File: config.mk
export PLATFORM = sky130hd
export DESIGN_NAME = exp_job_sequencer_flat
export DESIGN_NICKNAME = d
export VERILOG_FILES = /design/src/rtl/exp_job_sequencer_if.sv /design/src/rtl/exp_job_sequencer.sv /design/src/flat_wrapper.sv
export SDC_FILE = /design/constraint.sdc
export NUM_CORES = 1
export LEC_CHECK = 0
export ABC_AREA = 1
export BUFFER_PORTS_ARGS = -buffer_cell sky130_fd_sc_hd__buf_4
export CORE_AREA = 2 2 420 422
export CTS_CLUSTER_SIZE = 28
export DETAILED_ROUTE_END_ITERATION = 8
export DIE_AREA = 0 0 422 424
export SYNTH_ARGS = -nofsm -noshare
export SYNTH_HDL_FRONTEND = slang
export SYNTH_SLANG_ARGS = --single-unit
File: constraint.sdc
create_clock -name clk -period 4.7 [get_ports clk]
set_clock_uncertainty 0.05 [all_clocks]
set_input_delay 0.47 -clock clk [delete_from_list [all_inputs] [get_ports clk]]
set_output_delay 0.47 -clock clk [all_outputs]
set_load 0.02 [all_outputs]
File: src/rtl/exp_job_sequencer_if.sv
// Job-source, core and result signals of the exponentiation job sequencer.
// The slave modport is the sequencer; master is the surrounding system.
interface exp_job_sequencer_if #(
  parameter int DATA_W = 512,
  parameter int TAG_W  = 4
);
  logic              job_valid;
  logic              job_ready;
  logic              job_mode;
  logic [TAG_W-1:0]  job_tag;
  logic              abort;
  logic              core_resetn;
  logic              core_start;
  logic              core_mul_en;
  logic              core_done;
  logic [DATA_W-1:0] core_result;
  logic              res_valid;
  logic              res_ready;
  logic [DATA_W-1:0] res_data;
  logic [TAG_W-1:0]  res_tag;
  logic              res_error;
  logic              busy;
  logic [31:0]       stat_cycles;

  modport master (
    output job_valid, job_mode, job_tag, abort, core_done, core_result, res_ready,
    input  job_ready, core_resetn, core_start, core_mul_en,
           res_valid, res_data, res_tag, res_error, busy, stat_cycles
  );

  modport slave (
    input  job_valid, job_mode, job_tag, abort, core_done, core_result, res_ready,
    output job_ready, core_resetn, core_start, core_mul_en,
           res_valid, res_data, res_tag, res_error, busy, stat_cycles
  );
endinterface

File: src/rtl/exp_job_sequencer.sv
// Drives one exponentiation core through reset/start/done per job, with
// timeout, abort and a registered valid/ready result port.
module exp_job_sequencer #(
  parameter int DATA_W     = 512,
  parameter int TAG_W      = 4,
  parameter int RST_CYCLES = 2,
  parameter int TIMEOUT    = 65536
) (
  input  logic               clk,
  input  logic               resetn,
  exp_job_sequencer_if.slave bus
);
  typedef enum logic [1:0] {S_IDLE, S_CORE_RST, S_RUN, S_OUT} state_t;

  localparam int CNT_W = $clog2(TIMEOUT + 1);
  localparam int RST_W = $clog2(RST_CYCLES + 1);
  localparam int SW    = (CNT_W > 32) ? CNT_W + 1 : 33;

  state_t            r_state, w_state;
  logic              r_job_ready, w_job_ready;
  logic              r_core_resetn, w_core_resetn;
  logic              r_core_start, w_core_start;
  logic              r_mul_en, w_mul_en;
  logic [TAG_W-1:0]  r_tag, w_tag;
  logic              r_res_valid, w_res_valid;
  logic [DATA_W-1:0] r_res_data, w_res_data;
  logic [TAG_W-1:0]  r_res_tag, w_res_tag;
  logic              r_res_error, w_res_error;
  logic              r_busy, w_busy;
  logic [31:0]       r_stat, w_stat;
  logic [RST_W-1:0]  r_rst_cnt, w_rst_cnt;
  logic [CNT_W-1:0]  r_run_cnt, w_run_cnt;
  logic [SW-1:0]     w_cnt_p1;
  logic [31:0]       w_stat_sat;

  // Run length including the current edge, saturated to 32 bits.
  assign w_cnt_p1   = SW'(r_run_cnt) + SW'(1);
  assign w_stat_sat = (w_cnt_p1 > SW'(32'hFFFF_FFFF)) ? 32'hFFFF_FFFF : w_cnt_p1[31:0];

  always_ff @(posedge clk) begin
    if (!resetn) r_state <= S_IDLE;
    else         r_state <= w_state;
  end

  always_comb begin
    w_state       = r_state;
    w_job_ready   = r_job_ready;
    w_core_resetn = r_core_resetn;
    w_core_start  = r_core_start;
    w_mul_en      = r_mul_en;
    w_tag         = r_tag;
    w_res_valid   = r_res_valid;
    w_res_data    = r_res_data;
    w_res_tag     = r_res_tag;
    w_res_error   = r_res_error;
    w_busy        = r_busy;
    w_stat        = r_stat;
    w_rst_cnt     = r_rst_cnt;
    w_run_cnt     = r_run_cnt;
    case (r_state)
      S_IDLE: begin
        w_job_ready   = 1'b1;
        w_core_resetn = 1'b0;
        w_core_start  = 1'b0;
        w_busy        = 1'b0;
        if (bus.job_valid && r_job_ready) begin
          w_mul_en    = bus.job_mode;
          w_tag       = bus.job_tag;
          w_job_ready = 1'b0;
          w_busy      = 1'b1;
          w_rst_cnt   = '0;
          w_state     = S_CORE_RST;
        end
      end
      S_CORE_RST, S_RUN: begin
        if (bus.abort) begin
          // Abort outranks done/timeout: the job vanishes without a result.
          w_state       = S_IDLE;
          w_core_start  = 1'b0;
          w_core_resetn = 1'b0;
          w_mul_en      = 1'b0;
          w_job_ready   = 1'b1;
          w_busy        = 1'b0;
        end else if (r_state == S_CORE_RST) begin
          if (r_rst_cnt == RST_W'(RST_CYCLES - 1)) begin
            w_state       = S_RUN;
            w_core_resetn = 1'b1;
            w_core_start  = 1'b1;
            w_run_cnt     = '0;
          end else begin
            w_rst_cnt = r_rst_cnt + RST_W'(1);
          end
        end else if (bus.core_done || r_run_cnt == CNT_W'(TIMEOUT - 1)) begin
          w_res_data   = bus.core_done ? bus.core_result : '0;
          w_res_error  = !bus.core_done;
          w_res_tag    = r_tag;
          w_stat       = w_stat_sat;
          w_res_valid  = 1'b1;
          w_core_start = 1'b0;
          w_state      = S_OUT;
        end else begin
          w_run_cnt = r_run_cnt + CNT_W'(1);
        end
      end
      S_OUT: begin
        if (r_res_valid && bus.res_ready) begin
          w_res_valid   = 1'b0;
          w_core_resetn = 1'b0;
          w_mul_en      = 1'b0;
          w_busy        = 1'b0;
          w_job_ready   = 1'b1;
          w_state       = S_IDLE;
        end
      end
      default: w_state = S_IDLE;
    endcase
  end

  always_ff @(posedge clk) begin
    if (!resetn) begin
      r_job_ready   <= 1'b0;
      r_core_resetn <= 1'b0;
      r_core_start  <= 1'b0;
      r_mul_en      <= 1'b0;
      r_tag         <= '0;
      r_res_valid   <= 1'b0;
      r_res_data    <= '0;
      r_res_tag     <= '0;
      r_res_error   <= 1'b0;
      r_busy        <= 1'b0;
      r_stat        <= '0;
      r_rst_cnt     <= '0;
      r_run_cnt     <= '0;
    end else begin
      r_job_ready   <= w_job_ready;
      r_core_resetn <= w_core_resetn;
      r_core_start  <= w_core_start;
      r_mul_en      <= w_mul_en;
      r_tag         <= w_tag;
      r_res_valid   <= w_res_valid;
      r_res_data    <= w_res_data;
      r_res_tag     <= w_res_tag;
      r_res_error   <= w_res_error;
      r_busy        <= w_busy;
      r_stat        <= w_stat;
      r_rst_cnt     <= w_rst_cnt;
      r_run_cnt     <= w_run_cnt;
    end
  end

  assign bus.job_ready   = r_job_ready;
  assign bus.core_resetn = r_core_resetn;
  assign bus.core_start  = r_core_start;
  assign bus.core_mul_en = r_mul_en;
  assign bus.res_valid   = r_res_valid;
  assign bus.res_data    = r_res_data;
  assign bus.res_tag     = r_res_tag;
  assign bus.res_error   = r_res_error;
  assign bus.busy        = r_busy;
  assign bus.stat_cycles = r_stat;
endmodule

File: src/flat_wrapper.sv
// flat-port wrapper written by rule: the top's interface ports become plain ports
module exp_job_sequencer_flat 
#(
  parameter int DATA_W     = 512,
  parameter int TAG_W      = 4,
  parameter int RST_CYCLES = 2,
  parameter int TIMEOUT    = 65536
)
  (clk, resetn, bus_job_valid, bus_job_mode, bus_job_tag, bus_abort, bus_core_done, bus_core_result, bus_res_ready, bus_job_ready, bus_core_resetn, bus_core_start, bus_core_mul_en, bus_res_valid, bus_res_data, bus_res_tag, bus_res_error, bus_busy, bus_stat_cycles);
  exp_job_sequencer_if #(.DATA_W(DATA_W), .TAG_W(TAG_W)) bus_i ();
  input  logic clk;
  input  logic resetn;
  input wire logic [$bits(bus_i.job_valid)-1:0] bus_job_valid;
  input wire logic [$bits(bus_i.job_mode)-1:0] bus_job_mode;
  input wire logic [$bits(bus_i.job_tag)-1:0] bus_job_tag;
  input wire logic [$bits(bus_i.abort)-1:0] bus_abort;
  input wire logic [$bits(bus_i.core_done)-1:0] bus_core_done;
  input wire logic [$bits(bus_i.core_result)-1:0] bus_core_result;
  input wire logic [$bits(bus_i.res_ready)-1:0] bus_res_ready;
  output wire logic [$bits(bus_i.job_ready)-1:0] bus_job_ready;
  output wire logic [$bits(bus_i.core_resetn)-1:0] bus_core_resetn;
  output wire logic [$bits(bus_i.core_start)-1:0] bus_core_start;
  output wire logic [$bits(bus_i.core_mul_en)-1:0] bus_core_mul_en;
  output wire logic [$bits(bus_i.res_valid)-1:0] bus_res_valid;
  output wire logic [$bits(bus_i.res_data)-1:0] bus_res_data;
  output wire logic [$bits(bus_i.res_tag)-1:0] bus_res_tag;
  output wire logic [$bits(bus_i.res_error)-1:0] bus_res_error;
  output wire logic [$bits(bus_i.busy)-1:0] bus_busy;
  output wire logic [$bits(bus_i.stat_cycles)-1:0] bus_stat_cycles;
  assign bus_i.job_valid = bus_job_valid;
  assign bus_i.job_mode = bus_job_mode;
  assign bus_i.job_tag = bus_job_tag;
  assign bus_i.abort = bus_abort;
  assign bus_i.core_done = bus_core_done;
  assign bus_i.core_result = bus_core_result;
  assign bus_i.res_ready = bus_res_ready;
  assign bus_job_ready = bus_i.job_ready;
  assign bus_core_resetn = bus_i.core_resetn;
  assign bus_core_start = bus_i.core_start;
  assign bus_core_mul_en = bus_i.core_mul_en;
  assign bus_res_valid = bus_i.res_valid;
  assign bus_res_data = bus_i.res_data;
  assign bus_res_tag = bus_i.res_tag;
  assign bus_res_error = bus_i.res_error;
  assign bus_busy = bus_i.busy;
  assign bus_stat_cycles = bus_i.stat_cycles;
  exp_job_sequencer #(.DATA_W(DATA_W), .TAG_W(TAG_W), .RST_CYCLES(RST_CYCLES), .TIMEOUT(TIMEOUT)) u_core (.clk(clk), .resetn(resetn), .bus(bus_i));
endmodule
# Word-level counts from Yosys, hierarchy flattened
# Cells that the tools add are included.
[op_classes]
addsub = 3
n_mul = 0
div_mod_pow = 0
magnitude_cmp = 1
eq_ne = 19
shifts = 0
n_mux = 39
bitwise_logic = 2
n_reduce_logical = 18
[op_table]
columns = ["cell", "count"]
rows = [
  ["$mux W512", 1],
  ["$mux W17", 3],
  ["$gt A33 B32 Y1 const B", 1],
  ["$mux W32", 1],
  ["$mux W2", 10],
  ["$add A17 B1 Y18 const B", 1],
  ["$add A17 B1 Y17 const B", 1],
  ["$eq A17 B16 Y1 const B", 1],
  ["$mux W1", 16],
  ["$pmux W1 S3", 4],
  ["$reduce_and A4 Y1", 3],
  ["$ne A2 B1 Y1 const B", 5],
  ["$ne A2 B2 Y1 const B", 5],
  ["$reduce_and A5 Y1", 2],
  ["$reduce_and A3 Y1", 3],
  ["$ne A3 B2 Y1 const B", 2],
  ["$pmux W2 S3", 1],
  ["$eq A2 B1 Y1 const B", 2],
  ["$eq A2 B2 Y1 const B", 2],
  ["$ne A4 B2 Y1 const B", 1],
  ["$ne A4 B4 Y1 const B", 1],
  ["$pmux W1 S2", 2],
  ["$pmux W2 S2", 1],
  ["$reduce_and A2 Y1", 2],
  ["other kinds (8)", 11],
]
[totals]
ff_bits = 580
latch_bits = 0
ram_bits = 0
rom_bits = 0
in_bits = 523
output_inout_bits = 555
word_cells = 96
n_memories = 0

# Logic depth before layout (Yosys ltp)
# Gate-level depths: netlist (run 1).
[logic_depth]
depth_word = 6
depth_mapped = 16
ltp_nobuf = 15

# Worst setup path after synthesis (run 1)
# Ideal clock, no wire load.
[synth_timing]
path_type = "register to register"
startpoint = "register u_core.r_run_cnt[0]"
endpoint = "register u_core.r_run_cnt[0]"
setup_ns = 0.117
arrival_time_ns = 2.100
path_slack_ns = 2.433
path_stages_with_launch = 16
path_cell_list = "dfxtp_1 -> ha_1 -> nand3_1 -> inv_1 -> nand2_1 -> inv_1 -> nand3_1 -> nor2_1 -> ha_1 -> nor2_1 -> nand2_1 -> o21ai_2 -> inv_1 -> buf_2 -> a21oi_1 -> nor2_1"
[synth_between]
elab_chain_cells = 4
[synth_rtl]
columns = ["element", "line", "rtl"]
rows = [
  ["from (decl)", "exp_job_sequencer.sv:32", "logic [CNT_W-1:0] r_run_cnt, w_run_cnt;"],
  ["from (signal assigned)", "exp_job_sequencer.sv:147", "r_run_cnt <= w_run_cnt;"],
  ["parallel branches: the longest is 4 deep, another holds $add A17 B1 Y17", "n/a", ""],
]
# Parallel ways; which one is timed is not known. The select of a mux whose other input is x is not followed.
# A chain may end at the register's enable or synchronous reset.

# Worst setup path after layout (run 1)
[layout_timing]
startpoint = "register u_core.r_run_cnt[0]"
endpoint = "register u_core.r_res_data[88] (netlist: u_core.bus.res_data[88])"
[layout_between]
elab_chain_cells = 3
[layout_rtl]
columns = ["element", "line", "rtl"]
rows = [
  ["$eq A17 B16 Y1", "exp_job_sequencer.sv:93", "end else if (bus.core_done || r_run_cnt == CNT_W'(TIMEOUT - 1)) begin"],
  ["$logic_or A1 B1 Y1", "exp_job_sequencer.sv:93", ""],
  ["$reduce_and A4 Y1 (no source line)", "n/a", ""],
  ["to (signal assigned)", "exp_job_sequencer.sv:141", "r_res_data <= w_res_data;"],
  ["to (decl)", "exp_job_sequencer.sv:26", "logic [DATA_W-1:0] r_res_data, w_res_data;"],
]
# Every way passes these cells.

==> flow_metrics.py, run 1 <==
metrics = {
    "status": {
        "status": "complete, but fails checks",
        "violations": "slew limit",
    },
    "routing": {
        "via_per_inst": 3.61,
        "drc": 0,
        "drt_iter0_markers": 1684,
        "routed_wl_um": 126000,
        "dr_total_vias": 23300,
        "post_drt_wl_per_cell_um": 19.6,
        "drt_first_pass_iters": 6,
        "antenna_left": 0,
    },
    "setup_path": {
        "crit_type": "flip-flop to flip-flop",
        "cp_slowest_cell": "nor2_4",
        "worstPathRequired_ps": 5170,
        "slowest_delay_ps": 580,
        "cp-end-kind": "flip-flop",
        "crit_fanout": 217,
        "crit_chain": "ha_1 -> nand3_1 -> inv_1 -> nand2_1 -> inv_1 -> nand3_1 -> nor2_1 -> ha_1 -> nor2_1 -> nor2_4 -> inv_8 -> buf_12 -> nand2_1 -> a21oi_1",
        "start_kind": "flip-flop",
        "cp.arrival_ps": 4570,
        "reg2regPathDepth": 14,
    },
    "power_and_ir_drop": {
        "irDropWorstVdd_mv": 0.235,
        "p_sw_w": 0.00393,
        "internal-power_w": 0.00961,
        "cellPowerDensity_nw_per_um2": 359,
        "seqPwrFrac": 0.384,
        "p_leak_nw": 15.2,
        "combPwrFrac": 0.170,
        "clockPowerShare": 0.446,
        "switching_share": 0.290,
    },
    "yosys": {
        "synth.distinct_cells": 28,
        "ys.warnings.count": 0,
        "yosysSeqAreaShare": 0.563,
        "syn_avg_cell_area_um2": 7.78,
        "syn-cell-area_um2": 20100,
        "netlist_instances": 2588,
        "ys_ff_latch": 566,
    },
    "cts": {
        "path_clk_slew_ps": 60,
        "post_cts_resized": 0,
        "cts_setup_buffers": 0,
        "cts_tree": "yes",
        "cts_sinks": 566,
        "cts_made_buffers": 74,
        "cts_max_level": 3,
        "clk_path_buf_depth": 3,
        "clockRootBuffer": "clkbuf_16",
        "clkLatencyLatePin_ps": 680,
        "cts_hold_buf": 460,
    },
    "floorplanning": {
        "ios": 1078,
        "die_h_um": 424,
        "initial_core_util": 0.115,
        "dieWidth_um": 422,
        "die_area_um2": 179000,
        "row_count": 154,
        "core_area_um2": 175000,
    },
    "finish": {
        "stdcell_area_um2": 37700,
        "utilization": 0.215,
        "nets": 4559,
        "syn2layout_area_growth_pct": 87.2,
        "drive_above_1_share": 0.297,
        "final_cells": 6445,
    },
    "grt": {
        "grtUsageTotal": 0.134,
        "grt_pass1_vias": 22900,
        "grt_pass1_wl_um": 171000,
        "antenna_found_initial": 28,
        "grt_max_degree": 218,
        "busiest_layer": "met2",
        "grt_use_met1": 0.150,
        "grt_util_met2": 0.210,
        "grt-ovfl-total": 0,
        "use_met3": 0.0678,
    },
    "timing": {
        "maxSlewHeadroom": -0.167,
        "maxSlewViolCount": 107,
        "rsz0062_at_grt": "false",
        "finalSetupViolCount": 0,
        "fin_crit_ps": 4090,
        "fmax_mhz": 244,
        "fin_crit_sh": 0.871,
        "hold_viol_final": 0,
        "final.setup.tns_ps": 0,
        "tightest_slew_ps": 1750,
    },
    "job": {
        "cap_violations": 0,
    },
    "placed_design": {
        "dpl.hpwl_um": 96800,
        "gp_congestion": 0.916,
        "dp_cells": 5830,
        "port_buffers": 1063,
        "placed_area_um2": 30400,
    },
    "min_path": {
        "hold_class": "input port to flip-flop",
        "hold_depth": 3,
    },
}
## state kept, by name, indices dropped and copies added (netlist names)
signal                  cells
u_core.r_state              2
u_core.bus.core_start       1
u_core.bus.res_error        1
u_core.r_tag                4
u_core.bus.busy             1
u_core.bus.res_data       512
u_core.r_rst_cnt            2
u_core.bus.core_mul_en      1
u_core.bus.res_valid        1
u_core.bus.core_resetn      1
u_core.bus.res_tag          4
u_core.bus.job_ready        1
u_core.r_run_cnt           17
u_core.bus.stat_cycles     18
## power groups by stage
stage | Sequential (W) | Combinational [W] | Clock (W)
detailed placement | 0.00529 | 0.00197 | 0
CTS | 0.00519 | 0.00232 | 0.00628
finish | 0.00520 | 0.00230 | 0.00604
global placement | 0.00529 | 0.00195 | 0
global route | 0.00522 | 0.00248 | 0.00642
floorplan | 0.00553 | 0.000643 | 0
## cell usage in the layout, fill, tap and decap left out, types with 5 or more instances in the layout
cell	Yosys	final
diode_2	0	24
conb_1	1	14
buf_12	0	12
nand2_1	1097	1097
inv_1	35	35
o21ai_0	37	37
clkbuf_16	0	76
dlygate4sd3_1	0	460
buf_4	20	1072
inv_6	0	5
nand3_1	19	19
clkbuf_1	63	10
ha_1	10	10
o21a_1	7	7
bufinv_16	0	7
dfxtp_1	566	566
clkinv_2	0	12
nor2_1	49	49
clkbuf_8	0	10
a21oi_1	544	544
## worst paths after layout
path	startpoint	slack (ps)	to
hold reg to reg	u_core.bus.res_data[236]	410	u_core.bus.res_data[236]
hold / removal	bus_core_result[95]	80	u_core.bus.res_data[95]
setup reg to reg	u_core.r_run_cnt[0]	610	u_core.bus.res_data[88]
setup / recovery	u_core.r_run_cnt[0]	610	u_core.bus.res_data[88]
## synthesized netlist by cell type, drive strengths merged
library cell,instances,area (um^2)
a21o,2,15.0
a21oi,544,2720
a31oi,1,6.26
buf,132,732
clkbuf,63,236
clkinv,1,3.75
conb,1,3.75
dfxtp,566,11300
ha,10,125
inv,38,143
nand2,1098,4120
nand3,19,95.1
nand4,4,25.0
nor2,51,206
nor3,2,10.0
o211a,3,30.0
o21a,7,52.6
o21ai,38,194
or2,1,6.26
xnor2,4,35.0
xor2,3,26.3
## critical path: cells and delay by family (launching register included)
kind / cells / cell delay (ps)
fa+ha+maj: 2 / 370
flops: 1 / 400
simple gates: 7 / 1470
buf+inv: 4 / 790
compound gates: 1 / 90
## routing by layer
metal,part of all wire,up-vias
li1,-,11200
met1,0.38,10900
met2,0.45,956
met3,0.12,198
met4,0.045,0
met5,0,-
## cell families after synthesis
kind of cell | after synthesis | synth area share
simple gates | 1175 | 0.222
compound gates | 595 | 0.150
flops | 566 | 0.563
buf+inv | 234 | 0.0554
fa+ha+maj | 10 | 0.00622
xor+xnor | 7 | 0.00305
other cells | 1 | 0.000186
## metrics by stage
| step | hold slack, ps | power [W] | setup WS (ps) |
|---|---|---|---|
| after CTS | 0.125 | 0.0138 | 1000 |
| final | 75.3 | 0.0135 | 607 |
| after floorplan | 383 | 0.00617 | 2430 |
| after global routing | 28.6 | 0.0141 | 506 |
| after global placement | 397 | 0.00724 | 1130 |
| after detailed placement | 402 | 0.00726 | 1010 |
## layout make-up
| class | instances | area (um^2) |
|---|---|---|
| Antenna cell | 24 | 60.1 |
| Clock buffer | 96 | 2080 |
| Clock inverter | 35 | 482 |
| Fill cell | 19300 | 137000 |
| Inverter | 39 | 169 |
| Multi-Input combinational cell | 1801 | 7730 |
| Sequential cell | 566 | 11300 |
| Tap cell | 2340 | 2930 |
| Timing Repair Buffer | 1544 | 12900 |
(Power assumes the default switching activity.)
==> inputs of run 2 (changes only) <==
- CELL_PAD_IN_SITES_DETAIL_PLACEMENT: not set -> 2
- CELL_PAD_IN_SITES_GLOBAL_PLACEMENT: not set -> 2
- PLACE_DENSITY_LB_ADDON: not set -> 0.05
==> run 2 against run 1 <==
The flow now finishes without violations. Routed wire length up 7.3%. Cell count rose by 1.3%. Total power increased by 3.2%. Sequential power is essentially flat. Flip-flop and latch count unchanged. Critical path depth stayed put. Critical path type unchanged. Largest cell class unchanged. Highest routed layer is now met5.
==> flow_metrics.py, run 2 (synthesis gave the netlist of run 1 again) <==
metrics = {
    "setup_path": {
        "worstPathRequired_ps": 5250,
        "reg2regPathDepth": 14,
        "cp.arrival_ps": 3530,
        "crit_fanout": 73,
        "crit_chain": "ha_1 -> nand3_1 -> inv_1 -> nand2_1 -> inv_1 -> nand3_1 -> nor2_1 -> ha_1 -> nor2_1 -> nor2_4 -> inv_8 -> buf_12 -> nand2_1 -> a21oi_1",
        "start_kind": "flip-flop",
        "slowest_delay_ps": 360,
        "cp-end-kind": "flip-flop",
        "cp_slowest_cell": "inv_8",
        "crit_type": "flip-flop to flip-flop",
    },
    "routing": {
        "dr_total_vias": 23400,
        "drt_first_pass_iters": 4,
        "antenna_left": 0,
        "via_per_inst": 3.58,
        "routed_wl_um": 135000,
        "drt_iter0_markers": 645,
        "drc": 0,
        "post_drt_wl_per_cell_um": 20.8,
    },
    "timing": {
        "rsz0062_at_grt": "false",
        "fin_crit_ps": 2980,
        "maxSlewHeadroom": 0.414,
        "setup_ws_ps": 1720,
        "final.setup.tns_ps": 0,
        "fin_crit_sh": 0.633,
        "tightest_slew_ps": 878,
        "maxSlewViolCount": 0,
        "fmax_mhz": 336,
        "hold_viol_final": 0,
        "finalSetupViolCount": 0,
    },
    "cts": {
        "cts_tree": "yes",
        "path_clk_slew_ps": 50,
        "clockRootBuffer": "clkbuf_16",
        "cts_made_buffers": 84,
        "cts_sinks": 566,
        "clkLatencyLatePin_ps": 670,
        "cts_max_level": 3,
        "clk_path_buf_depth": 3,
    },
    "floorplanning": {
        "die_area_um2": 179000,
        "die_h_um": 424,
        "dieWidth_um": 422,
        "row_count": 154,
        "core_area_um2": 175000,
        "ios": 1078,
        "initial_core_util": 0.115,
    },
    "min_path": {
        "hold_class": "input port to flip-flop",
        "hold_depth": 4,
    },
    "job": {
        "cap_violations": 0,
    },
    "placed_design": {
        "gp_congestion": 0.747,
        "dpl.hpwl_um": 102000,
        "port_buffers": 1063,
        "dp_slack_ps": 1610,
    },
    "finish": {
        "largest_register_ffs": 512,
        "fillerInstances": 20400,
        "mostFrequentLayoutCells": "1097 x nand2_1, 1076 x buf_4, 566 x dfxtp_1",
        "utilization": 0.221,
        "syn2layout_area_growth_pct": 91.7,
        "nets": 4638,
        "drive_above_1_share": 0.295,
        "final_common_cell": "nand2_1",
    },
    "power_and_ir_drop": {
        "p_leak_nw": 15.6,
        "cellPowerDensity_nw_per_um2": 362,
        "total_power_w": 0.0140,
        "irDropWorstVdd_mv": 0.228,
    },
    "status": {
        "status": "completed",
    },
    "grt": {
        "grt-ovfl-total": 0,
        "antenna_found_initial": 31,
        "grtUsageTotal": 0.145,
        "grt_pass1_wl_um": 190000,
        "grt_pass1_vias": 25300,
        "grt_max_degree": 105,
    },
}
-- run 2: final timing paths --
check / endpoint / slack (ps) / startpoint
hold / removal: u_core.bus.core_start / 80 / bus_abort
hold reg to reg: u_core.bus.res_data[242] / 410 / u_core.bus.res_data[242]
setup reg to reg: u_core.bus.res_data[207] / 1720 / u_core.r_run_cnt[0]
setup / recovery: u_core.bus.res_data[207] / 1720 / u_core.r_run_cnt[0]
-- run 2: stage by stage --
step | std cells | hold slack, ps | cell area, um^2
2_1_floorplan | 2601 | 383 | 20200
3_3_place_gp | 5844 | 401 | 30700
3_5_place_dp | 5844 | 405 | 30700
4_1_cts | 6508 | 3.77 | 38500
5_1_grt | 6524 | 44.1 | 38600
6_report | 6527 | 82.3 | 38600
-- run 2: power breakdown --
group | internal [W] | switching [W]
sequential | 0.00504 | 0.000137
combinational | 0.00108 | 0.00132
clock | 0.00380 | 0.00260
total | 0.00991 | 0.00406
-- run 2: layout make-up --
class	instances	area, um^2	area share
timing repair buffer	1613	13700	0.354
sequential	566	11300	0.294
multi-input combinational	1801	7730	0.200
tap	2340	2930	0.0759
clock buffer	133	2540	0.0658
clock inverter	16	169	0.00438
inverter	39	169	0.00438
antenna	19	47.5	0.00123
-- run 2: critical path, delay by kind of cell, from the launching register on --
kind	cells	cell delay, ps
and+or+nand+nor	7	920
adders and majority gates	2	450
AOI/OAI and AO/OA	1	140
buffers and inverters	4	850
DFF	1	350
-- run 2: layer usage --
layer  vias to the layer above  GRT usage  share of wire
li1                      11400          -              -
met1                     11200      0.156           0.38
met2                       591      0.273           0.53
met3                       169     0.0447          0.061
met4                         8     0.0400          0.027
met5                         -          0        0.00042
-- run 2: what timing repair did --
item | 4_1_cts | 5_1_grt
hold buffers | 515 | 0
setup buffers | 0 | 0
endpoints found under the hold margin | 515 | 0
gates resized for setup | 0 | 0
